$ cat src/rtl/hilo_muldiv_unit_if.sv
// -----------------------------------------------------------------------------
// hilo_muldiv_unit_if
// Request/response bundle between the EX stage and the HI/LO multiply/divide
// engine.
//
//   start    : single-cycle request, only honoured while the engine is idle
//   op       : 000 MULT, 001 MULTU, 010 DIV, 011 DIVU,
//              100 MADD, 101 MSUB, 110 MTHI, 111 MTLO
//   a, b     : rs / rt operands
//   flush    : squash the in-flight operation
//   hi, lo   : architectural HI/LO registers
//   busy     : operation in flight
//   done     : one-cycle pulse, HI/LO just updated
//   div_zero : sticky divide-by-zero flag
//
// master : EX stage / hazard unit side (drives the request)
// slave  : the engine
// -----------------------------------------------------------------------------
interface hilo_muldiv_unit_if #(
  parameter int WIDTH = 32
);

  logic             start;
  logic [2:0]       op;
  logic [WIDTH-1:0] a;
  logic [WIDTH-1:0] b;
  logic             flush;
  logic [WIDTH-1:0] hi;
  logic [WIDTH-1:0] lo;
  logic             busy;
  logic             done;
  logic             div_zero;

  modport master (
    output start, op, a, b, flush,
    input  hi, lo, busy, done, div_zero
  );

  modport slave (
    input  start, op, a, b, flush,
    output hi, lo, busy, done, div_zero
  );

endinterface

$ cat src/rtl/hilo_muldiv_unit.sv
// -----------------------------------------------------------------------------
// hilo_muldiv_unit
// Multi-cycle multiply/divide engine owning the HI/LO register pair.
// Multiplies with an iterative shift-add over a 2*WIDTH product register and
// divides with a restoring algorithm (one quotient bit per cycle). Signed
// operations run on operand magnitudes; the sign is applied in a single FIX
// cycle, which is also where HI/LO are written.
//
// Ports:
//   clk   : rising-edge clock
//   reset : asynchronous active-low reset (clears HI/LO and all flags)
//   bus   : hilo_muldiv_unit_if.slave (start/op/a/b/flush in,
//           hi/lo/busy/done/div_zero out)
//
// Timing: Start edge -> Done-high cycle is WIDTH+2 cycles (WIDTH RUN cycles
// plus one FIX cycle). MTHI/MTLO write on the Start edge and pulse Done in the
// following cycle. Divide-by-zero skips RUN entirely.
// WIDTH must be at least 4.
// -----------------------------------------------------------------------------
module hilo_muldiv_unit #(
  parameter int WIDTH = 32,
  parameter int CNT_W = $clog2(WIDTH + 1)
) (
  input logic               clk,
  input logic               reset,
  hilo_muldiv_unit_if.slave bus
);

  typedef enum logic [1:0] {
    S_IDLE = 2'd0,
    S_RUN  = 2'd1,
    S_FIX  = 2'd2
  } state_e;

  typedef enum logic [2:0] {
    OP_MULT  = 3'b000,
    OP_MULTU = 3'b001,
    OP_DIV   = 3'b010,
    OP_DIVU  = 3'b011,
    OP_MADD  = 3'b100,
    OP_MSUB  = 3'b101,
    OP_MTHI  = 3'b110,
    OP_MTLO  = 3'b111
  } op_e;

  // ---------------------------------------------------------------------------
  // State and datapath registers
  // ---------------------------------------------------------------------------
  state_e                 state;
  state_e                 state_next;

  logic [WIDTH-1:0]       hi_q;
  logic [WIDTH-1:0]       lo_q;
  logic                   done_q;
  logic                   div_zero_q;

  op_e                    op_q;        // operation in flight
  logic [WIDTH-1:0]       mag_a;       // |A|: multiplicand or dividend
  logic [WIDTH-1:0]       mag_b;       // |B|: multiplier or divisor
  logic                   neg_q;       // product / quotient must be negated
  logic                   a_neg_q;     // dividend was negative (remainder sign)
  logic                   div0_q;      // divide by zero, RUN was skipped
  logic [CNT_W-1:0]       cnt;         // remaining RUN iterations
  // Multiply: running product {upper partial sum, unconsumed multiplier bits}.
  // Divide:   {partial remainder, dividend bits shifting into quotient bits}.
  logic [2*WIDTH-1:0]     acc;

  // ---------------------------------------------------------------------------
  // Request decode
  // ---------------------------------------------------------------------------
  op_e              in_op;
  logic             in_mt;
  logic             in_div;
  logic             in_signed;
  logic             in_b_zero;
  logic             a_sgn;
  logic             b_sgn;
  logic [WIDTH-1:0] a_mag;
  logic [WIDTH-1:0] b_mag;

  // NOTE: every variable driven from always_comb gets a default at the top of
  // the block, so no path through it can leave a value held and infer a latch.
  always_comb begin
    in_op     = op_e'(bus.op);
    in_mt     = (in_op == OP_MTHI) || (in_op == OP_MTLO);
    in_div    = (in_op == OP_DIV) || (in_op == OP_DIVU);
    in_signed = (in_op == OP_MULT) || (in_op == OP_DIV) ||
                (in_op == OP_MADD) || (in_op == OP_MSUB);
    in_b_zero = (bus.b == '0);
    a_sgn     = in_signed & bus.a[WIDTH-1];
    b_sgn     = in_signed & bus.b[WIDTH-1];
    // Negating MIN yields MIN, which read as unsigned is exactly |MIN|.
    a_mag     = a_sgn ? -bus.a : bus.a;
    b_mag     = b_sgn ? -bus.b : bus.b;
  end

  // ---------------------------------------------------------------------------
  // FSM: state register
  // ---------------------------------------------------------------------------
  // NOTE: sequential state uses non-blocking assignments so every register
  // samples its inputs from before the edge, independent of statement order.
  always_ff @(posedge clk or negedge reset) begin
    if (!reset) begin
      state <= S_IDLE;
    end else begin
      state <= state_next;
    end
  end

  // ---------------------------------------------------------------------------
  // FSM: next-state logic
  // ---------------------------------------------------------------------------
  always_comb begin
    state_next = state;
    unique case (state)
      S_IDLE: begin
        // Flush in the same cycle drops the request; MTHI/MTLO never leave IDLE.
        if (bus.start && !bus.flush && !in_mt) begin
          state_next = (in_div && in_b_zero) ? S_FIX : S_RUN;
        end
      end
      S_RUN: begin
        if (bus.flush) begin
          state_next = S_IDLE;
        end else if (cnt == CNT_W'(1)) begin
          state_next = S_FIX;
        end
      end
      S_FIX: begin
        state_next = S_IDLE;
      end
      default: begin
        state_next = S_IDLE;
      end
    endcase
  end

  // ---------------------------------------------------------------------------
  // FSM: outputs and datapath enables
  // ---------------------------------------------------------------------------
  logic busy;
  logic accept;      // load a multi-cycle operation
  logic mt_write;    // MTHI/MTLO write this edge
  logic run_step;    // one shift-add / restoring step this edge
  logic fix_write;   // commit the corrected result to HI/LO this edge

  always_comb begin
    busy      = 1'b0;
    accept    = 1'b0;
    mt_write  = 1'b0;
    run_step  = 1'b0;
    fix_write = 1'b0;
    unique case (state)
      S_IDLE: begin
        if (bus.start && !bus.flush) begin
          mt_write = in_mt;
          accept   = !in_mt;
        end
      end
      S_RUN: begin
        busy     = 1'b1;
        run_step = !bus.flush;
      end
      S_FIX: begin
        busy      = 1'b1;
        fix_write = !bus.flush;
      end
      default: begin
        busy = 1'b0;
      end
    endcase
  end

  // ---------------------------------------------------------------------------
  // One iteration of the shift-add multiply or the restoring divide
  // ---------------------------------------------------------------------------
  logic                   op_is_div;
  logic [WIDTH:0]         mul_sum;     // upper half plus optional multiplicand
  logic [WIDTH:0]         div_shift;   // WIDTH+1-bit partial remainder, shifted
  logic                   div_ge;      // divisor fits: quotient bit is 1
  logic [WIDTH-1:0]       div_sub;
  logic [2*WIDTH-1:0]     acc_step;

  always_comb begin
    op_is_div = (op_q == OP_DIV) || (op_q == OP_DIVU);
    mul_sum   = {1'b0, acc[2*WIDTH-1:WIDTH]} +
                {1'b0, (acc[0] ? mag_a : {WIDTH{1'b0}})};
    div_shift = acc[2*WIDTH-1:WIDTH-1];
    div_ge    = (div_shift >= {1'b0, mag_b});
    // When the divisor fits, the difference is below the divisor and so fits
    // in WIDTH bits; the carry bit of the shifted remainder can be dropped.
    div_sub   = div_shift[WIDTH-1:0] - mag_b;
    if (op_is_div) begin
      acc_step = {(div_ge ? div_sub : div_shift[WIDTH-1:0]),
                  acc[WIDTH-2:0], div_ge};
    end else begin
      acc_step = {mul_sum, acc[WIDTH-1:1]};
    end
  end

  // ---------------------------------------------------------------------------
  // FIX: sign correction and accumulate against the current HI/LO
  // ---------------------------------------------------------------------------
  logic [2*WIDTH-1:0] prod_signed;
  logic [WIDTH-1:0]   quot_signed;
  logic [WIDTH-1:0]   rem_signed;
  logic [WIDTH-1:0]   a_orig;
  logic [2*WIDTH-1:0] fix_hilo;

  always_comb begin
    prod_signed = neg_q ? -acc : acc;
    quot_signed = neg_q ? -acc[WIDTH-1:0] : acc[WIDTH-1:0];
    rem_signed  = a_neg_q ? -acc[2*WIDTH-1:WIDTH] : acc[2*WIDTH-1:WIDTH];
    // Rebuild the original dividend for the divide-by-zero HI value.
    a_orig      = a_neg_q ? -mag_a : mag_a;
    unique case (op_q)
      OP_MULT, OP_MULTU: fix_hilo = prod_signed;
      OP_MADD:           fix_hilo = {hi_q, lo_q} + prod_signed;
      OP_MSUB:           fix_hilo = {hi_q, lo_q} - prod_signed;
      OP_DIV, OP_DIVU:   fix_hilo = div0_q ? {a_orig, {WIDTH{1'b1}}}
                                           : {rem_signed, quot_signed};
      default:           fix_hilo = {hi_q, lo_q};
    endcase
  end

  // ---------------------------------------------------------------------------
  // Datapath registers
  // ---------------------------------------------------------------------------
  always_ff @(posedge clk or negedge reset) begin
    if (!reset) begin
      hi_q       <= '0;
      lo_q       <= '0;
      done_q     <= 1'b0;
      div_zero_q <= 1'b0;
      op_q       <= OP_MULT;
      mag_a      <= '0;
      mag_b      <= '0;
      neg_q      <= 1'b0;
      a_neg_q    <= 1'b0;
      div0_q     <= 1'b0;
      cnt        <= '0;
      acc        <= '0;
    end else begin
      done_q <= 1'b0;

      if (mt_write) begin
        if (in_op == OP_MTLO) begin
          lo_q <= bus.a;
        end else begin
          hi_q <= bus.a;
        end
        done_q     <= 1'b1;
        div_zero_q <= 1'b0;
      end

      if (accept) begin
        op_q       <= in_op;
        mag_a      <= a_mag;
        mag_b      <= b_mag;
        neg_q      <= a_sgn ^ b_sgn;
        a_neg_q    <= a_sgn;
        div0_q     <= in_div && in_b_zero;
        cnt        <= CNT_W'(WIDTH);
        div_zero_q <= 1'b0;
        // Divide shifts the dividend out of the low half; multiply consumes
        // the multiplier from the low half.
        acc        <= {{WIDTH{1'b0}}, (in_div ? a_mag : b_mag)};
      end

      if (run_step) begin
        acc <= acc_step;
        cnt <= cnt - CNT_W'(1);
      end

      if (fix_write) begin
        {hi_q, lo_q} <= fix_hilo;
        done_q       <= 1'b1;
        if (div0_q) begin
          div_zero_q <= 1'b1;
        end
      end
    end
  end

  assign bus.hi       = hi_q;
  assign bus.lo       = lo_q;
  assign bus.busy     = busy;
  assign bus.done     = done_q;
  assign bus.div_zero = div_zero_q;

endmodule

$ cat src/flat_wrapper.sv
// flat-port wrapper written by rule: the top's interface ports become plain ports
module hilo_muldiv_unit_flat 
#(
  parameter int WIDTH = 32,
  parameter int CNT_W = $clog2(WIDTH + 1)
)
  (clk, reset, bus_start, bus_op, bus_a, bus_b, bus_flush, bus_hi, bus_lo, bus_busy, bus_done, bus_div_zero);
  hilo_muldiv_unit_if #(.WIDTH(WIDTH)) bus_i ();
  input logic clk;
  input logic reset;
  input wire logic [$bits(bus_i.start)-1:0] bus_start;
  input wire logic [$bits(bus_i.op)-1:0] bus_op;
  input wire logic [$bits(bus_i.a)-1:0] bus_a;
  input wire logic [$bits(bus_i.b)-1:0] bus_b;
  input wire logic [$bits(bus_i.flush)-1:0] bus_flush;
  output wire logic [$bits(bus_i.hi)-1:0] bus_hi;
  output wire logic [$bits(bus_i.lo)-1:0] bus_lo;
  output wire logic [$bits(bus_i.busy)-1:0] bus_busy;
  output wire logic [$bits(bus_i.done)-1:0] bus_done;
  output wire logic [$bits(bus_i.div_zero)-1:0] bus_div_zero;
  assign bus_i.start = bus_start;
  assign bus_i.op = bus_op;
  assign bus_i.a = bus_a;
  assign bus_i.b = bus_b;
  assign bus_i.flush = bus_flush;
  assign bus_hi = bus_i.hi;
  assign bus_lo = bus_i.lo;
  assign bus_busy = bus_i.busy;
  assign bus_done = bus_i.done;
  assign bus_div_zero = bus_i.div_zero;
  hilo_muldiv_unit #(.WIDTH(WIDTH), .CNT_W(CNT_W)) u_core (.clk(clk), .reset(reset), .bus(bus_i));
endmodule
$ cat config.mk
export PLATFORM = sky130hd
export DESIGN_NAME = hilo_muldiv_unit_flat
export DESIGN_NICKNAME = d
export VERILOG_FILES = /design/src/rtl/hilo_muldiv_unit_if.sv /design/src/rtl/hilo_muldiv_unit.sv /design/src/flat_wrapper.sv
export SDC_FILE = /design/constraint.sdc
export NUM_CORES = 1
export LEC_CHECK = 0
export ABC_AREA = 1
export CAP_MARGIN = 40
export CORE_AREA = 2 2 226 228
export CTS_CLUSTER_DIAMETER = 40
export DETAILED_ROUTE_END_ITERATION = 8
export DIE_AREA = 0 0 228 230
export DONT_BUFFER_PORTS = 1
export PLACE_DENSITY = 0.63
export SYNTH_ARGS = -nofsm -noshare
export SYNTH_HDL_FRONTEND = slang
export SYNTH_SLANG_ARGS = --single-unit
export TNS_END_PERCENT = 20
$ cat constraint.sdc
create_clock -name clk -period 13.3 [get_ports clk]
set_input_delay 1.33 -clock clk [delete_from_list [all_inputs] [get_ports clk]]
set_output_delay 1.33 -clock clk [all_outputs]
set_load 0.01 [all_outputs]
# == Yosys cells after proc, flatten, opt, wreduce, memory -nomap -nowiden ==
# Index checks and enable logic that the tools add are counted.
# totals
in_bits,71
register_bits,208
# op_classes
order_cmp,1
muxes,40
add_sub_neg,11
bitwise,3
n_eq_ne,18
n_reduce_logical,24
# op_table
op,count
$mux 32,14
$mux 64,5
$pmux 64 s4,1
$neg 32->32,5
$add 64x64->64,1
$neg 64->64,1
$sub 64x64->64,1
$add 32x32->33,1
$ge 33x32->1,1
$logic_not 32->1,1
$sub 32x32->32,1
$eq 3x3->1 const B,6
$mux 1,13
$eq 3x2->1 const B,4
$mux 6,2
$mux 2,4
$eq 6x1->1 const B,1
$logic_not 3->1,2
$logic_or 1x1->1,6
$reduce_and 3->1,2
$reduce_bool 2->1,3
$reduce_or 2->1,3
$sub 6x1->6 const B,1
$ne 5x5->1 const B,1
12 further kinds,17

# == Depth between registers and ports, before layout ==
# Gate-level depths: netlist (run 1).
# depth
depth_word,9
mapped_depth,40

# == Least setup slack after synthesis (run 1) ==
# Ideal clock, no wire load.
# synth_timing
kind,reg2reg
startpoint,register u_core.acc[0]
endpoint,"register u_core.hi_q[21], in the netlist u_core.bus.hi[21]"
path_stages_with_launch,35
n_path_buf,1
setup_time_ps,135
path_slack_ps,8949
period_less_slack_ps,4351
arrival_ps,4216
required_time_ps,13165
cell_sequence,dfrtp_1 -> buf_6 -> clkinv_2 -> ha_1 -> nand2_1 -> o21ai_0 -> inv_1 -> ha_1 -> nand4_4 -> nor2_4 -> nand3_2 -> nor2_4 -> nand2_4 -> nor2_8 -> nand2_4 -> nor3_4 -> nand2_2 -> nor2_4 -> nand2_2 -> o21ai_1 -> xor2_1 -> ha_1 -> a21oi_1 -> inv_1 -> a21oi_1 -> inv_1 -> a21oi_1 -> inv_1 -> a21oi_1 -> o211ai_1 -> or2_2 -> nand3_1 -> nand3_1 -> nand2_1 -> a31oi_1
# synth_between
elab_chain_len,5
elab_cells_between_ends,6
cone_classes,add/sub (3); mux (3)
# synth_rtl
item,line_no,text
start: declaration,hilo_muldiv_unit.sv:66,logic [2*WIDTH-1:0] acc;
start signal: assignment,hilo_muldiv_unit.sv:267,"acc <= {{WIDTH{1'b0}}, (in_div ? a_mag : b_mag)};"
start signal: assignment,hilo_muldiv_unit.sv:271,acc <= acc_step;
$neg 64->64,hilo_muldiv_unit.sv:211,prod_signed = neg_q ? -acc : acc;
$mux 64 (*),hilo_muldiv_unit.sv:211,
$sub 64x64->64 or $add 64x64->64 (tied branches),"hilo_muldiv_unit.sv:219, hilo_muldiv_unit.sv:218",
$pmux 64 s4 (*),hilo_muldiv_unit.sv:216,unique case (op_q)
$mux 32 (*),hilo_muldiv_unit.sv:275,if (fix_write) begin
end signal: assignment,hilo_muldiv_unit.sv:250,hi_q <= bus.a;
end signal: assignment,hilo_muldiv_unit.sv:276,"{hi_q, lo_q} <= fix_hilo;"
end: declaration,hilo_muldiv_unit.sv:52,logic [WIDTH-1:0] hi_q;
# Every way passes the cells marked *; elsewhere a longest branch is shown, timed or not.
# A chain may end at the register's enable or synchronous reset.

# == Final worst setup path (run 1) ==
# layout_timing
startpoint,register u_core.acc[0]
endpoint,"register u_core.hi_q[4], in the netlist u_core.bus.hi[4]"
# The elaborated chain is that of the path after synthesis.

==> results of run 1 <==
==> layout by cell type, fill, tap and decap left out, drive strengths merged, types with 70 or more instances in the layout <==
cell type / Yosys / routed
nand2: 1059 / 1059
inv: 537 / 542
nor2: 519 / 519
o21ai: 410 / 410
a21oi: 311 / 311
nand3: 300 / 300
dfrtp: 208 / 208
xor2: 141 / 141
ha: 138 / 138
o211ai: 70 / 70
==> layout make-up <==
| class | count | area (um2) |
|---|---|---|
| Clock buffer | 63 | 1400 |
| Multi-Input combinational cell | 3367 | 17800 |
| Tap cell | 672 | 841 |
| Timing Repair Buffer | 32 | 308 |
| Clock inverter | 36 | 603 |
| Fill cell | 5280 | 21600 |
| Sequential cell | 208 | 5210 |
| Inverter | 544 | 2040 |
==> flip-flops by register name (all words and copies together), names as in the netlist <==
signal,flops
u_core.mag_a,32
u_core.div0_q,1
u_core.bus.div_zero,1
u_core.bus.hi,32
u_core.neg_q,1
u_core.cnt,6
u_core.acc,64
u_core.mag_b,32
u_core.state,2
u_core.bus.lo,32
u_core.op_q,3
u_core.a_neg_q,1
u_core.bus.done,1
==> logic make-up after synthesis <==
| logic type | after synthesis | share of synthesized area, % |
|---|---|---|
| buffers and inverters | 685 | 10.3 |
| AOI/OAI and AO/OA | 968 | 21.3 |
| xor gates and xnor gates | 176 | 6.01 |
| DFF | 208 | 20.3 |
| adders and majority gates | 141 | 6.96 |
| muxes | 1 | 0.0439 |
| and+or+nand+nor | 2081 | 35.1 |
==> through the flow <==
step | area (um2) | utilization, % | power (mW) | hold slack (ns) | instances
6_report | 28200 | 56.6 | 9.65 | 0.415 | 4922
5_1_grt | 28200 | 56.6 | 10.4 | 0.408 | 4922
4_1_cts | 28200 | 56.6 | 9.42 | 0.399 | 4922
3_5_place_dp | 26200 | 52.6 | 7.91 | 0.471 | 4823
3_3_place_gp | 26100 | 52.4 | 7.92 | 0.461 | 4818
2_1_floorplan | 25700 | - | 5.98 | 0.442 | 4260
==> worst max-delay path by stage <==
stage                                    to  cells past startpoint          start  slack [ns]
after floorplan           u_core.bus.hi[21]                     34  u_core.acc[0]        8.95
after global placement    u_core.bus.hi[12]                     27   u_core.neg_q        7.22
after detailed placement   u_core.bus.hi[4]                     31  u_core.acc[0]        7.39
after CTS                  u_core.bus.hi[4]                     31  u_core.acc[0]        7.33
after global routing      u_core.bus.hi[31]                     36  u_core.acc[0]        6.77
final                      u_core.bus.hi[4]                     31  u_core.acc[0]        7.19
==> routing by layer <==
layer / global-route usage [%] / vias to the layer above
li1: - / 14000
met1: 55.9 / 13300
met2: 62.1 / 1528
met3: 6.89 / 274
met4: 24.9 / 0
met5: 0 / -
==> report_power, final <==
group | switching [mW] | internal, mW
registers | 0.532 | 0.920
logic | 4.63 | 2.09
clock network | 0.464 | 1.01
total | 5.63 | 4.02
==> results.toml, run 1 <==
[pwr]
powerDensity_mw_per_mm2 = 342
ir_drop_v = 0.000184
p_leak_nw = 13.7

[timing]
rsz0062_at_grt = "no"
fmax_mhz = 164
fin_setup_tns_ns = 0
fin_crit_sh_pct = 45.9
setup_viol = 0
tightest_slew_ns = 0.880
fin_crit_ns = 6.11
finalHoldViolCount = 0
skew_ns = 0.0476
worst_slack_ns = 7.19
slew-limit-headroom_pct = 41.3
slew_viol_final = 0

[synthesis]
synth_top_cell_by_area = "dfrtp_1"
yosysMostFrequentCell = "nand2_1"
ys_types = 68
synthCells = 4260
synthArstFlopShare_pct = 100
synth_edf_count = 0
synth_area_leaders = "dfrtp_1 (20%), nand2_1 (15%), inv_1 (7.6%)"
syn_nets = 4472
synth_common_cells = "nand2_1 (1030), inv_1 (521), nor2_1 (491), o21ai_0 (390), a21oi_1 (310)"
syn_avg_cell_area_um2 = 6.03
synth_area_mm2 = 0.0257
yosys.area.top_type_share_pct = 20.3
ys_seq_area_share_pct = 20.3
ys_ff_latch = 208
ys.flop_type = "dfrtp_1"
yosys_warnings = 0

[worst_setup_path]
rrSetupSlack_ns = 7.19
worstSetupPathType = "reg2reg"
crit_path_frequent_cell = "inv_1"
path_max_fanout = 37
r2r-start = "u_core.acc[0]"
cp_data_arrival_time_ns = 6.60
crit_buf_inv = 6
reg2regPathDepth = 31
cpPeakStageDelay_ns = 0.54
startpoint_type = "flop"
critical_path.top_delay_family = "simple AND/OR/NAND/NOR gates"
critical_path_required_ns = 13.79
slowest_stage = "o21ai_1"
endpoint_kind = "flop"
reg2reg_to = "u_core.bus.hi[4]"

[routing]
routed_wl_um = 111000
vias_per_cell = 5.92
drt_first_pass_iters = 7
vias = 29100
wl_met2_um = 47200
drt-wirelength-per-cell_um = 22.7
drc = 0
dr_wl_met3_um = 10500
wl_met1_um = 46200
drtAntennaViolNets = 0
dr.max_layer_used = "met4"
drt_iter0_drc = 3458

[cts]
cts.path.max_buffers = 3
cts_hold_buf = 0
cts_sinks = 208
cts.clk_slew.worst_paths_ns = 0.05
cts.repair_timing.setup_buffer_count = 0
clkLatencyLatePin_ns = 0.65
clock-root-buffer = "clkbuf_16"
cts_buffers = 53
h-tree-depth = 2
cts_tree = "yes"
post_cts_resized = 0

[floorplanning]
rows = 82
die_y_um = 230
start_util_pct = 51.5
io_pins = 138
core_mm2 = 0.0499
fp.dieW_um = 228
dieArea_mm2 = 0.0524

[final_layout]
n_antenna_cell = 0
drive_gt1_share_pct = 6.59
area_delta_synth_final_pct = 10.0
nets = 4418

[global_routing]
grt_max_degree = 209
grt_overflow_total = 0
grt_pass1_vias = 26900
grt_pass1_wl_um = 165000
grt_usage_pct = 41.4
antenna_found_initial = 1

[hold_path]
hold_class = "in2async"

[placed_design]
numPortBuffers = 0
place_ws_ns = 7.39
hpwl_um = 89100
gp_congestion = 1.04

[flow_run]
max_cap_violations = 0

[status]
run_status = "finished, final reports clean"
Note: power is estimated with default switching activity, not from simulation.
==> run 2: changes to the inputs <==
clock period = 6.2 ns   (was 13.3 ns; I/O delays follow)
==> results.toml, run 2 (synthesis results as in run 1) <==
[timing]
tightest_slew_ns = 1.23
slew_viol_final = 0
fin_crit_ns = 5.75
setup_viol = 0
finalHoldViolCount = 0
skew_ns = 0.0555
fmax_mhz = 174
fin_setup_tns_ns = 0
slew-limit-headroom_pct = 18.2
whs_ns = 0.0387
rsz0062_at_grt = "no"
fin_crit_sh_pct = 92.7

[routing]
vias_per_cell = 5.93
drt-wirelength-per-cell_um = 22.7
routed_wl_um = 112000
drc = 0
drt_first_pass_iters = 6
drtAntennaViolNets = 0
drt_iter0_drc = 3539
vias = 29200

[final_layout]
nets = 4423
largest_reg_flops = 64
n_antenna_cell = 0
stdcell_count = 4927
drive_gt1_share_pct = 6.67
mostFrequentLayoutCells = "nand2_1 (1030), inv_1 (520), nor2_1 (486)"
design_area_mm2 = 0.0282
regMostFlops = "u_core.acc"
fillers = 5170
final_common_cell = "nand2_1"
area_delta_synth_final_pct = 9.77

[cts]
cts_tree = "yes"
h-tree-depth = 2
cts_sinks = 208
clock-root-buffer = "clkbuf_16"
cts_hold_buf = 1
cts_buffers = 52
cts.repair_timing.setup_buffer_count = 0
cts.clk_slew.worst_paths_ns = 0.06
cts.path.max_buffers = 3
clkLatencyLatePin_ns = 0.64
post_cts_resized = 0

[hold_path]
hold_class = "in2async"

[floorplanning]
core_mm2 = 0.0499
start_util_pct = 51.5
rows = 82
dieArea_mm2 = 0.0524
fp.dieW_um = 228
die_y_um = 230
io_pins = 138

[placed_design]
numPortBuffers = 0
gp_congestion = 1.05
dp_cells = 4828
hpwl_um = 89700
dpl-instance-area_mm2 = 0.0263

[status]
run_status = "finished, final reports clean"

[worst_setup_path]
cp_data_arrival_time_ns = 6.27
cp-startpoint = "u_core.acc[1]"
r2r-start = "u_core.acc[1]"
cpPeakStageDelay_ns = 0.65
path_max_fanout = 11
crit_path_frequent_cell = "nand2_1"
worstSetupPathType = "reg2reg"
slowest_stage = "a21boi_0"
startpoint_type = "flop"
critical_path_required_ns = 6.72
endpoint_kind = "flop"

[pwr]
total_power_mw = 20.5
p_leak_nw = 13.7
powerDensity_mw_per_mm2 = 728
ir_drop_v = 0.000359

[global_routing]
antenna_found_initial = 0
grt_max_degree = 209
grt_overflow_total = 0
grt_pass1_vias = 26700
grt_usage_pct = 41.3
grt_pass1_wl_um = 165000

[flow_run]
max_cap_violations = 0
-- run 2: path summary, 6_finish.rpt --
path | end | slack, ns | cells after the start
worst min-delay path | u_core.acc[45] | 0.04 | 1
worst min register to register | u_core.mag_b[1] | 0.49 | 2
max in group asynchronous | u_core.bus.hi[24] | 5.21 | 1
worst max-delay path | u_core.bus.hi[31] | 0.45 | 33
min in group clk | u_core.op_q[0] | 0.12 | 2
worst max register to register | u_core.bus.hi[31] | 0.45 | 33
-- run 2: layout make-up --
type                       count  area (um2)  area share [%]
clock buffer                  63        1380            4.91
clock inverter                35         487            1.73
inverter                     544        2040            7.26
multi-input combinational   3367       17800            63.3
sequential                   208        5210            18.5
tap                          672         841            2.98
timing repair buffer          38         378            1.34
-- run 2: worst max-delay path: cells and delay by family (launching register included) --
kind	cells	cell delay, ns
buf+inv	3	0.28
simple gates	22	2.83
xor+xnor	1	0.21
compound gates	5	1.36
flops	1	0.39
fa+ha+maj	2	0.57
-- run 2: metrics by stage --
step	worst slack (ns)	util (%)
final	0.454	56.5
after global routing	0.00899	56.5
after CTS	0.549	56.5
after detailed placement	0.596	52.7
after global placement	0.596	52.5
after floorplan	1.85	-
-- run 2: power breakdown --
group	internal, mW	total [mW]	switching, mW
Clock	1.91	2.92	1.01
Sequential	1.97	3.13	1.15
Combinational	4.52	14.5	9.93
Total	8.41	20.5	12.1
-- run 2: metal layers --
| layer | track usage [%] | up-vias | wire (um) |
|---|---|---|---|
| li1 | - | 14000 | - |
| met1 | 56.3 | 13400 | 46400 |
| met2 | 62.2 | 1577 | 47600 |
| met3 | 6.66 | 267 | 10600 |
| met4 | 23.2 | 0 | 7130 |
| met5 | 0 | - | 0 |
